`src/rtl/fsk_conv_pkg.sv`:
```
// Shared types and constants for the FSK matched-filter/energy MAC scheduler.
package fsk_conv_pkg;

  localparam int DATA_W = 32;

  localparam logic [DATA_W-1:0] FP_ONE  = 32'h3F80_0000;
  localparam logic [DATA_W-1:0] FP_ZERO = 32'h0000_0000;

  typedef enum logic [2:0] {
    ST_IDLE   = 3'd0,
    ST_MUL    = 3'd1,
    ST_MWAIT  = 3'd2,
    ST_ADD    = 3'd3,
    ST_AWAIT  = 3'd4,
    ST_SQ     = 3'd5,
    ST_SQWAIT = 3'd6,
    ST_OUT    = 3'd7
  } state_e;

  function automatic int tap_w(input int n);
    return (n < 1) ? 1 : $clog2(n + 1);
  endfunction

endpackage

```
`src/rtl/conv_mac_scheduler_if.sv`:
```
// Sample, coefficient, shared-FP-unit and result signals of the MAC scheduler.
interface conv_mac_scheduler_if;
  import fsk_conv_pkg::*;

  logic              s_valid;
  logic              s_ready;
  logic [DATA_W-1:0] s_data;
  logic              coef_we;
  logic [3:0]        coef_addr;
  logic [DATA_W-1:0] coef_data;
  logic              coef_err;
  logic              mul_issue;
  logic [DATA_W-1:0] mul_a;
  logic [DATA_W-1:0] mul_b;
  logic [DATA_W-1:0] mul_res;
  logic              add_issue;
  logic [DATA_W-1:0] add_a;
  logic [DATA_W-1:0] add_b;
  logic [DATA_W-1:0] add_res;
  logic [DATA_W-1:0] result;
  logic              result_valid;
  logic              busy;

  modport master (
    output s_valid, s_data, coef_we, coef_addr, coef_data, mul_res, add_res,
    input  s_ready, coef_err, mul_issue, mul_a, mul_b, add_issue, add_a, add_b,
           result, result_valid, busy
  );

  modport slave (
    input  s_valid, s_data, coef_we, coef_addr, coef_data, mul_res, add_res,
    output s_ready, coef_err, mul_issue, mul_a, mul_b, add_issue, add_a, add_b,
           result, result_valid, busy
  );

endinterface

```
`src/rtl/fir_sample_ring.sv`:
```
// T-entry sample delay line; tap 0 reads the newest sample, tap k the one k samples older.
module fir_sample_ring
  import fsk_conv_pkg::*;
#(
  parameter  int N  = 9,
  localparam int TW = tap_w(N)
) (
  input  logic              in_clk,
  input  logic              reset,
  input  logic              we,
  input  logic [DATA_W-1:0] wdata,
  input  logic [TW-1:0]     tap,
  output logic [DATA_W-1:0] rdata
);

  localparam int T = N + 1;

  logic [DATA_W-1:0] ring [T];
  logic [TW-1:0]     wp;
  logic [TW-1:0]     newest;
  int                rd_pos;

  always_ff @(posedge in_clk) begin
    if (reset) begin
      wp <= '0;
      for (int i = 0; i < T; i++) ring[i] <= FP_ZERO;
    end else if (we) begin
      ring[wp] <= wdata;
      wp       <= (wp == TW'(N)) ? '0 : wp + 1'b1;
    end
  end

  // wp points at the slot to be overwritten next, so the newest entry sits just behind it
  assign newest = (wp == '0) ? TW'(N) : wp - 1'b1;

  always_comb begin
    rd_pos = int'(newest) - int'(tap);
    if (rd_pos < 0) rd_pos = rd_pos + T;
  end

  assign rdata = ring[TW'(rd_pos)];

endmodule

```
`src/rtl/conv_mac_scheduler.sv`:
```
// Time-multiplexed MAC scheduler: sequences T multiply/accumulate steps and one squaring
// per accepted sample through a single shared FP32 multiplier and adder.
module conv_mac_scheduler
  import fsk_conv_pkg::*;
#(
  parameter int N       = 9,
  parameter int MUL_LAT = 6,
  parameter int ADD_LAT = 11
) (
  input logic                 in_clk,
  input logic                 reset,
  conv_mac_scheduler_if.slave bus
);

  localparam int T      = N + 1;
  localparam int TW     = tap_w(N);
  localparam int MAXLAT = (MUL_LAT > ADD_LAT) ? MUL_LAT : ADD_LAT;
  localparam int LW     = $clog2(MAXLAT + 1);

  state_e            state;
  logic [TW-1:0]     k;
  logic [LW-1:0]     cnt;
  logic [DATA_W-1:0] acc;
  logic [DATA_W-1:0] prod;
  logic [DATA_W-1:0] result_r;
  logic              result_valid_r;
  logic              coef_err_r;
  logic [DATA_W-1:0] coef [T];
  logic [DATA_W-1:0] tap_data;
  logic              accept;
  logic              coef_ok;

  assign accept  = (state == ST_IDLE) && bus.s_valid;
  assign coef_ok = bus.coef_we && (state == ST_IDLE) && (int'(bus.coef_addr) <= N);

  fir_sample_ring #(.N(N)) u_ring (
    .in_clk (in_clk),
    .reset  (reset),
    .we     (accept),
    .wdata  (bus.s_data),
    .tap    (k),
    .rdata  (tap_data)
  );

  always_ff @(posedge in_clk) begin
    if (reset) begin
      state          <= ST_IDLE;
      k              <= '0;
      cnt            <= '0;
      acc            <= FP_ZERO;
      prod           <= FP_ZERO;
      result_r       <= FP_ZERO;
      result_valid_r <= 1'b0;
      coef_err_r     <= 1'b0;
      for (int i = 0; i < T; i++) coef[i] <= FP_ONE;
    end else begin
      result_valid_r <= 1'b0;
      coef_err_r     <= bus.coef_we && !coef_ok;
      // The coefficient lands before MUL of tap 0, so a same-cycle accept sees the new value
      if (coef_ok) coef[TW'(bus.coef_addr)] <= bus.coef_data;

      case (state)
        ST_IDLE: begin
          if (bus.s_valid) begin
            acc   <= FP_ZERO;
            k     <= '0;
            state <= ST_MUL;
          end
        end
        ST_MUL: begin
          cnt   <= LW'(MUL_LAT - 1);
          state <= ST_MWAIT;
        end
        ST_MWAIT: begin
          if (cnt == '0) begin
            prod  <= bus.mul_res;
            state <= ST_ADD;
          end else begin
            cnt <= cnt - 1'b1;
          end
        end
        ST_ADD: begin
          cnt   <= LW'(ADD_LAT - 1);
          state <= ST_AWAIT;
        end
        ST_AWAIT: begin
          if (cnt == '0) begin
            acc <= bus.add_res;
            if (k == TW'(N)) begin
              state <= ST_SQ;
            end else begin
              k     <= k + 1'b1;
              state <= ST_MUL;
            end
          end else begin
            cnt <= cnt - 1'b1;
          end
        end
        ST_SQ: begin
          cnt   <= LW'(MUL_LAT - 1);
          state <= ST_SQWAIT;
        end
        ST_SQWAIT: begin
          if (cnt == '0) begin
            prod  <= bus.mul_res;
            state <= ST_OUT;
          end else begin
            cnt <= cnt - 1'b1;
          end
        end
        ST_OUT: begin
          result_r       <= prod;
          result_valid_r <= 1'b1;
          state          <= ST_IDLE;
        end
        default: state <= ST_IDLE;
      endcase
    end
  end

  always_comb begin
    bus.mul_issue = 1'b0;
    bus.mul_a     = FP_ZERO;
    bus.mul_b     = FP_ZERO;
    bus.add_issue = 1'b0;
    bus.add_a     = FP_ZERO;
    bus.add_b     = FP_ZERO;
    case (state)
      ST_MUL: begin
        bus.mul_issue = 1'b1;
        bus.mul_a     = tap_data;
        bus.mul_b     = coef[k];
      end
      ST_ADD: begin
        bus.add_issue = 1'b1;
        bus.add_a     = acc;
        bus.add_b     = prod;
      end
      ST_SQ: begin
        bus.mul_issue = 1'b1;
        bus.mul_a     = acc;
        bus.mul_b     = acc;
      end
      default: ;
    endcase
  end

  assign bus.s_ready      = (state == ST_IDLE);
  assign bus.busy         = (state != ST_IDLE);
  assign bus.result       = result_r;
  assign bus.result_valid = result_valid_r;
  assign bus.coef_err     = coef_err_r;

endmodule

```
`src/flat_wrapper.sv`:
```
// flat-port wrapper written by rule: the top's interface ports become plain ports
module conv_mac_scheduler_flat import fsk_conv_pkg::*;
#(
  parameter int N       = 9,
  parameter int MUL_LAT = 6,
  parameter int ADD_LAT = 11
)
  (in_clk, reset, bus_s_valid, bus_s_data, bus_coef_we, bus_coef_addr, bus_coef_data, bus_mul_res, bus_add_res, bus_s_ready, bus_coef_err, bus_mul_issue, bus_mul_a, bus_mul_b, bus_add_issue, bus_add_a, bus_add_b, bus_result, bus_result_valid, bus_busy);
  conv_mac_scheduler_if bus_i ();
  input logic in_clk;
  input logic reset;
  input wire logic [$bits(bus_i.s_valid)-1:0] bus_s_valid;
  input wire logic [$bits(bus_i.s_data)-1:0] bus_s_data;
  input wire logic [$bits(bus_i.coef_we)-1:0] bus_coef_we;
  input wire logic [$bits(bus_i.coef_addr)-1:0] bus_coef_addr;
  input wire logic [$bits(bus_i.coef_data)-1:0] bus_coef_data;
  input wire logic [$bits(bus_i.mul_res)-1:0] bus_mul_res;
  input wire logic [$bits(bus_i.add_res)-1:0] bus_add_res;
  output wire logic [$bits(bus_i.s_ready)-1:0] bus_s_ready;
  output wire logic [$bits(bus_i.coef_err)-1:0] bus_coef_err;
  output wire logic [$bits(bus_i.mul_issue)-1:0] bus_mul_issue;
  output wire logic [$bits(bus_i.mul_a)-1:0] bus_mul_a;
  output wire logic [$bits(bus_i.mul_b)-1:0] bus_mul_b;
  output wire logic [$bits(bus_i.add_issue)-1:0] bus_add_issue;
  output wire logic [$bits(bus_i.add_a)-1:0] bus_add_a;
  output wire logic [$bits(bus_i.add_b)-1:0] bus_add_b;
  output wire logic [$bits(bus_i.result)-1:0] bus_result;
  output wire logic [$bits(bus_i.result_valid)-1:0] bus_result_valid;
  output wire logic [$bits(bus_i.busy)-1:0] bus_busy;
  assign bus_i.s_valid = bus_s_valid;
  assign bus_i.s_data = bus_s_data;
  assign bus_i.coef_we = bus_coef_we;
  assign bus_i.coef_addr = bus_coef_addr;
  assign bus_i.coef_data = bus_coef_data;
  assign bus_i.mul_res = bus_mul_res;
  assign bus_i.add_res = bus_add_res;
  assign bus_s_ready = bus_i.s_ready;
  assign bus_coef_err = bus_i.coef_err;
  assign bus_mul_issue = bus_i.mul_issue;
  assign bus_mul_a = bus_i.mul_a;
  assign bus_mul_b = bus_i.mul_b;
  assign bus_add_issue = bus_i.add_issue;
  assign bus_add_a = bus_i.add_a;
  assign bus_add_b = bus_i.add_b;
  assign bus_result = bus_i.result;
  assign bus_result_valid = bus_i.result_valid;
  assign bus_busy = bus_i.busy;
  conv_mac_scheduler #(.N(N), .MUL_LAT(MUL_LAT), .ADD_LAT(ADD_LAT)) u_core (.in_clk(in_clk), .reset(reset), .bus(bus_i));
endmodule
```
`config.mk`:
```
export PLATFORM = sky130hd
export DESIGN_NAME = conv_mac_scheduler_flat
export DESIGN_NICKNAME = d
export VERILOG_FILES = /design/src/rtl/fsk_conv_pkg.sv /design/src/rtl/conv_mac_scheduler_if.sv /design/src/rtl/fir_sample_ring.sv /design/src/rtl/conv_mac_scheduler.sv /design/src/flat_wrapper.sv
export SDC_FILE = /design/constraint.sdc
export NUM_CORES = 2
export LEC_CHECK = 0
export ABC_AREA = 1
export BUFFER_PORTS_ARGS = -buffer_cell sky130_fd_sc_hd__buf_4
export CAP_MARGIN = 20
export CORE_ASPECT_RATIO = 0.9
export CORE_MARGIN = 3
export CORE_UTILIZATION = 40
export CTS_CLUSTER_DIAMETER = 150
export DETAILED_ROUTE_END_ITERATION = 10
export GPL_TIMING_DRIVEN = 1
export HOLD_SLACK_MARGIN = 0.15
export PLACE_DENSITY = 0.67
export SYNTH_ARGS = -nofsm -noshare
export SYNTH_HDL_FRONTEND = slang
export SYNTH_SLANG_ARGS = --single-unit
```
`constraint.sdc`:
```
create_clock -name in_clk -period 5.9 [get_ports in_clk]
set_input_delay 0.295 -clock in_clk [delete_from_list [all_inputs] [get_ports in_clk]]
set_output_delay 0.295 -clock in_clk [all_outputs]
set_load 0.005 [all_outputs]
```
# Yosys cells after proc, flatten, opt, wreduce, memory -nomap -nowiden
# Memories as Yosys holds them, arrays and structs flattened. A register that Yosys moved wholly into a read port is not among the register bits.
# Cells that the tools add are included.
dict set report word_totals {
  word_cells 96
  ramBits 640
  reg_bits 113
  inputBits 136
  n_memories 2
}
# memory words word_bits read_ports rd_clocked_by_memory_dff write_ports line
set mem_list {}
lappend mem_list {u_core.coef 10 32 1 1 10 conv_mac_scheduler.sv:28} ;# logic [DATA_W-1:0] coef [T];
lappend mem_list {u_core.u_ring.ring 10 32 1 0 10 fir_sample_ring.sv:18} ;# logic [DATA_W-1:0] ring [T];
dict set report op_classes {
  n_reduce_logical 21
  add_sub_neg 6
  n_eq_ne 15
  muxes 41
  magnitude_cmp 2
}
# cell count
set op_table {}
lappend op_table {{32-bit two-way mux} 6}
lappend op_table {{32-bit one-hot mux with 2 select lines} 3}
lappend op_table {{32-bit OR reduction} 2}
lappend op_table {{4-bit two-way mux} 11}
lappend op_table {{3-bit one-hot mux with 8 select lines} 1}
lappend op_table {{3-bit two-way mux} 5}
lappend op_table {{1-bit two-way mux} 13}
lappend op_table {{3-bit equality test, second input constant} 4}
lappend op_table {{4-bit one-hot mux with 3 select lines} 1}
lappend op_table {{4-bit by 1-bit adder with 4-bit output, second input constant} 2}
lappend op_table {{4-bit equality test, second input constant} 2}
lappend op_table {{4-bit logical NOT} 2}
lappend op_table {{4-bit one-hot mux with 2 select lines} 1}
lappend op_table {{4-bit AND reduction} 2}
lappend op_table {{4-bit by 1-bit subtractor with 4-bit output, second input constant} 2}
lappend op_table {{3-bit by 2-bit equality test with 1-bit output, second input constant} 2}
lappend op_table {{2-bit by 1-bit inequality test with 1-bit output, second input constant} 3}
lappend op_table {{2-bit inequality test, second input constant} 3}
lappend op_table {{3-bit nonzero test} 2}
lappend op_table {{5-bit by 1-bit less-than comparator with 1-bit output, second input constant} 1}
lappend op_table {{4-bit by 4-bit subtractor with 5-bit output} 1}
lappend op_table {{4-bit adder, second input constant} 1}
lappend op_table {{4-bit <= comparator, second input constant} 1}
lappend op_table {{1-bit logical AND} 4}
lappend op_table {{other kinds (8)} 10}

# Depth between registers and ports, before layout
dict set report logic_depth {
  word_depth 8
  mapped_depth 21
  depth_no_buf 20
}

# Cells and area by module
# From an unflattened synthesis, not the netlist that was laid out.
dict set report unflattened {
  hier_cells 5477
  hier_area_um2 52307.7
}
# module instances seq_area_each_um2 area_per_inst_um2 cells_each
set modules_own_cells {}
lappend modules_own_cells {conv_mac_scheduler 1 17636.9 28630.0 3317}
lappend modules_own_cells {fir_sample_ring 1 15454.8 23677.7 2160}

# Least setup slack after synthesis
# OpenSTA, ideal clock, no wires.
dict set report synth_timing {
  kind {reg-to-reg}
  start {register u_core.state[0]}
  end {memory u_core.u_ring.ring[11][0] (enable)}
  path_stages_with_launch 10
  setup_ns 0.461
  required_ns 5.439
  period_less_slack_ns 3.972
  arrival_time_ns 3.510
  n_path_buf 2
  slack_ns 1.928
  path_cell_list {dfxtp_1 nor2_4 nand2_2 nor2_2 inv_2 nor2_1 inv_1 clkbuf_1 buf_2 nor3_1}
}
# element line
set synth_lines {}
lappend synth_lines {{start: declaration} conv_mac_scheduler.sv:20} ;# state_e state;
lappend synth_lines {{start signal: assignment} conv_mac_scheduler.sv:47} ;# state <= ST_IDLE;
lappend synth_lines {{start signal: assignment} conv_mac_scheduler.sv:67} ;# state <= ST_MUL;
lappend synth_lines {{start signal: assignment} conv_mac_scheduler.sv:72} ;# state <= ST_MWAIT;
lappend synth_lines {{end: declaration} fir_sample_ring.sv:18}

# Worst setup path in the final report
dict set report layout_timing {
  start {register u_core.u_ring.wp[0]}
  end {output port bus_mul_a[7]}
}
dict set report layout_between {
  elab_chain_cells 7
}
# element line
set layout_lines {}
lappend layout_lines {{start: declaration} fir_sample_ring.sv:19} ;# logic [TW-1:0] wp;
lappend layout_lines {{start signal: assignment} fir_sample_ring.sv:29} ;# wp <= (wp == TW'(N)) ? '0 : wp + 1'b1;
lappend layout_lines {{4-bit by 1-bit subtractor with 4-bit output or 4-bit logical NOT (tied branches)} fir_sample_ring.sv:34} ;# assign newest = (wp == '0) ? TW'(N) : wp - 1'b1;
lappend layout_lines {{4-bit two-way mux *} fir_sample_ring.sv:34}
lappend layout_lines {{4-bit by 4-bit subtractor with 5-bit output *} fir_sample_ring.sv:37} ;# rd_pos = int'(newest) - int'(tap);
lappend layout_lines {{4-bit adder or 5-bit by 1-bit less-than comparator with 1-bit output (tied branches)} fir_sample_ring.sv:38} ;# if (rd_pos < 0) rd_pos = rd_pos + T;
lappend layout_lines {{4-bit two-way mux *} fir_sample_ring.sv:38}
lappend layout_lines {{memory 10 x 32 bit *} --}
lappend layout_lines {{32-bit one-hot mux with 2 select lines *} conv_mac_scheduler.sv:128} ;# case (state)
lappend layout_lines {{end: declaration} flat_wrapper.sv:22} ;# output wire logic [$bits(bus_i.mul_a)-1:0] bus_mul_a;
# Mark *: on every way between the ends. The rest lies on a longest branch, timed or not.

==> metrics.md <==
| Metric | Value |
|---|---|
| Status | completed |
| RSZ-0062 raised after global routing | no |
| Pint | 14.2 mW |
| Crit path top cell by count | nand2_1 |
| CTS tree | built |
| Setup bufs post-CTS | 0 |
| Crit path arrival time | 4.68 ns |
| Clock network fraction of total power | between 30% and 40% |
| Min-delay src | bus_coef_data[7] |
| Crit path launch | u_core.u_ring.wp[0] |
| Global-route wire length before repair | 230 mm |
| Grt total ovfl | 0 |
| Gate Count Post-Synth | roughly 4800 |
| Post-synth top area share | 62.0% |
| Vias/cell | 5.38 |
| Initial antenna violation count | 18 |
| Kind of end point of the critical path | primary output |
| Final setup vio count | 0 |
| DRC violations left | 0 |
| Worst rel slew slack | 22.5% |
| Area of the multi-input gates | 14800 µm² |
| Synth warn | 0 |
| Sequential element share of the synthesized area | 66.7% |
| Hold Slack | 0.208 ns |
| Slowest stage delay, CP | 0.73 ns |
| Cell Rows | 121 |
| Vias in the first global route | 36400 |
| VDD IR-drop max | approximately 0.28 mV |
| Die Y | 340 µm |
| Synth area leader | edfxtp_1 |
| Clock latency on the worst-skew pair | between 0.7 and 0.8 ns |
| Routed length per instance | between 20 and 25 µm |
| Fin crit period | 4.98 ns |
| Ranking of synthesized cells by area | edfxtp_1, nor2_1, nand2_1 |
| Critical path's top delay family | simple AND/OR/NAND/NOR gates |
| Gate power share | 17.8% |
| Vias | 37600 |
| Crit path buffers/inverters | 3 |
| Post-Synthesis Mean Instance Area | 10.4 µm² |
| Fillers | approximately 11000 |
| Final setup skew | about 0.055 ns |
| Critical path type | reg -> out |
| Top Ports | roughly 300 |
| Setup crit start kind | register |
| Reg-to-reg setup timing slack | ~1.8 ns |
| Cts bufs inserted | 114 |
| Final Wtd Congestion | 0.850 |
| Setup TNS | 0 ns |
| Period utilisation layout | 84.4% |
| Total track usage | 23.9% |
| Fin util | 48.5% |
| PortBufs | 301 |
| Reg area | 33100 µm² |
| Fin. Hold Viols | 0 |
| Leakage power | 22.3 nW |
| Net Sw Frac | 28.9% |
| Critical path peak fanout | 36 |
| Core ar. | 122000 µm² |
| CTS sink count | 1141 |
| Area grow syn2layout | 19.3% |
| CTS Buffer Depth | 3 |
| Max Slew Vio Count | 0 |
| Post-Route WL | roughly 160 mm |
| Worst EP required | 5.61 ns |
| Max cap viols | 0 |
| Cells on worst reg2reg path | 10 |
| Pwr Density | 337 nW/µm² |
| Netlist cell types | 35 |
| Psw | around 5.7 mW |
| R2R Path End | u_core.coef[8][8] |
| Crit-path slowest cell | nand2_2 |
| Share of cells above drive strength 1 | 13.3% |
| Crit path cell chain | nor2_1 > inv_1 > o21ai_0 > nand2_1 > ha_1 > a21oi_2 > nand3_1 > nand2_2 > buf_4 > nand2_1 > nand3_1 > nand2_1 > nand2_1 > nand3_1 > nand2_1 > buf_4 |
| R2r startpoint | u_core.state[0] |
| Pin count of the biggest net entering global routing | ~190 |
| Fmax | 0.201 GHz |
| Worst min path class | in -> reg |
| Die ar. | 128000 µm² |
| Initial Utilization | 40.6% |
| Register share of total power | 46.8% |
| Final net count | around 5400 |
| Hold Path End | u_core.coef[6][7] |
| Die span in x | 377 µm |
| Worst-Margin Slew | 1.16 ns |
| Clock Pin Slew Worst Setup and Hold Paths | 0.06 ns |
| Root Driver | clkbuf_16 |
| # H-tree levels | 3 |
| Synthesized flop and latch total | ~1100 |
| Number of DRC markers in iteration 0 | 4792 |
| Area of the mapped netlist | 49600 µm² |
| Total power | around 20 mW |
| Hold Path Stages | 3 |
| Hpwl dp | 96.6 mm |
| Initial DRT Pass Iterations | 6 |
| Routed Antenna Nets | 0 |
## power by group through the flow
stage	combinational, mW	clock, mW	sequential [mW]
after floorplan	2.10	0	9.46
after detailed placement	3.42	0	9.49
final	3.55	7.04	9.32
after global routing	3.87	7.46	9.35
after global placement	3.40	0	9.47
after CTS	3.52	7.12	9.32
## worst max-delay path by stage
stage | to | slack, ns | cells past startpoint
after global placement | bus_mul_a[12] | 1.84 | 17
after detailed placement | bus_mul_a[1] | 1.82 | 16
after global routing | bus_mul_a[5] | 0.65 | 17
after floorplan | u_core.u_ring.ring[11][0] | 1.93 | 9
after CTS | bus_mul_a[7] | 0.96 | 16
final | bus_mul_a[7] | 0.92 | 16
## cell usage after synthesis, drive strengths merged
library cell	n
nand2	708
nor2	1067
nor3	9
a211oi	1
clkbuf	223
o211ai	57
dfxtp	117
conb	1
a22oi	33
a21oi	144
inv	360
o21ai	457
ha	8
edfxtp	1024
or2	2
nand4	2
buf	75
nand3b	1
nand3	281
o22ai	71
xor2	2
mux2	128
clkinv	2
o32ai	1
fa	1
## placed cells by master (no fill, tap or decap), types with 7 or more instances in the layout
master	count
a22oi_1	33
clkbuf_1	29
inv_2	15
conb_1	192
a21oi_1	143
edfxtp_1	1024
inv_1	343
o21ai_0	432
dfxtp_1	113
clkinv_2	16
o22ai_1	71
buf_4	367
dlygate4sd3_1	133
ha_1	7
nand2_1	701
o21ai_1	23
mux2_2	128
clkinv_1	27
o211ai_1	57
nor2_1	1050
nand3_1	279
nor2_4	15
clkbuf_16	114
## flip-flops by register name (all words and copies together) (netlist names), named ones only
register and cells:
u_core.acc 32, u_core.bus.coef_err 1, u_core.u_ring.wp 4, u_core.prod 32, u_core.bus.result 32, u_core.state 3, u_core.u_ring.ring 512, u_core.coef 512
u_core.bus.result_valid 1, u_core.k 4, u_core.cnt 4
## layer usage
| metal | GRT usage (%) | share of wire (%) | wire length (µm) |
|---|---|---|---|
| met1 | 33.9 | 41 | 64700 |
| met2 | 36.1 | 44 | 68800 |
| met3 | 5.30 | 11 | 17300 |
| met5 | 0 | 0.031 | 49 |
| met4 | 8.31 | 3.5 | 5410 |
## cells by family (layout without fill, tap and decap cells)
group / after synthesis / after routing / share of synthesized area [%]
multiplexers: 128 / 128 / 2.91
AO/OA/AOI/OAI: 764 / 764 / 8.36
buffers and inverters: 660 / 1080 / 5.14
AND/OR/NAND/NOR: 2070 / 2070 / 16.6
other: 1 / 195 / 0.00756
flip-flops: 1141 / 1141 / 66.7
XOR/XNOR: 2 / 2 / 0.0353
adder cells (fa/ha/maj): 9 / 9 / 0.242
## timing repair
action                                  CTS  global route
resized for setup                         0             0
endpoints found under the setup margin    0             0
hold endpoints to repair                399             0
hold buffers                            133             0
## through the flow
| stage | std cells | cell area (µm²) | worst slack, ns |
|---|---|---|---|
| floorplan | 4966 | 50300 | 1.93 |
| global placement | 6640 | 54100 | 1.84 |
| detailed placement | 6643 | 54200 | 1.82 |
| CTS | 6985 | 59100 | 0.962 |
| global route | 6986 | 59200 | 0.651 |
| finish | 6988 | 59200 | 0.923 |
## cell type report
| cell class | instances | share of cell area, % |
|---|---|---|
| Sequential cell | 1141 | 56.0 |
| Multi-Input combinational cell | 3165 | 25.0 |
| Timing Repair Buffer | 509 | 7.25 |
| Clock buffer | 151 | 5.16 |
| Tap cell | 1599 | 3.38 |
| Inverter | 362 | 2.31 |
| Clock inverter | 58 | 0.899 |
| Antenna cell | 3 | 0.0127 |
## worst register-to-register path, delay by kind of cell (launching register included)
kind          cells  cell delay [ns]
buf+inv           3             1.22
simple gates      7             1.97
flops             1             0.36
Power figures use the tool's default switching activity.
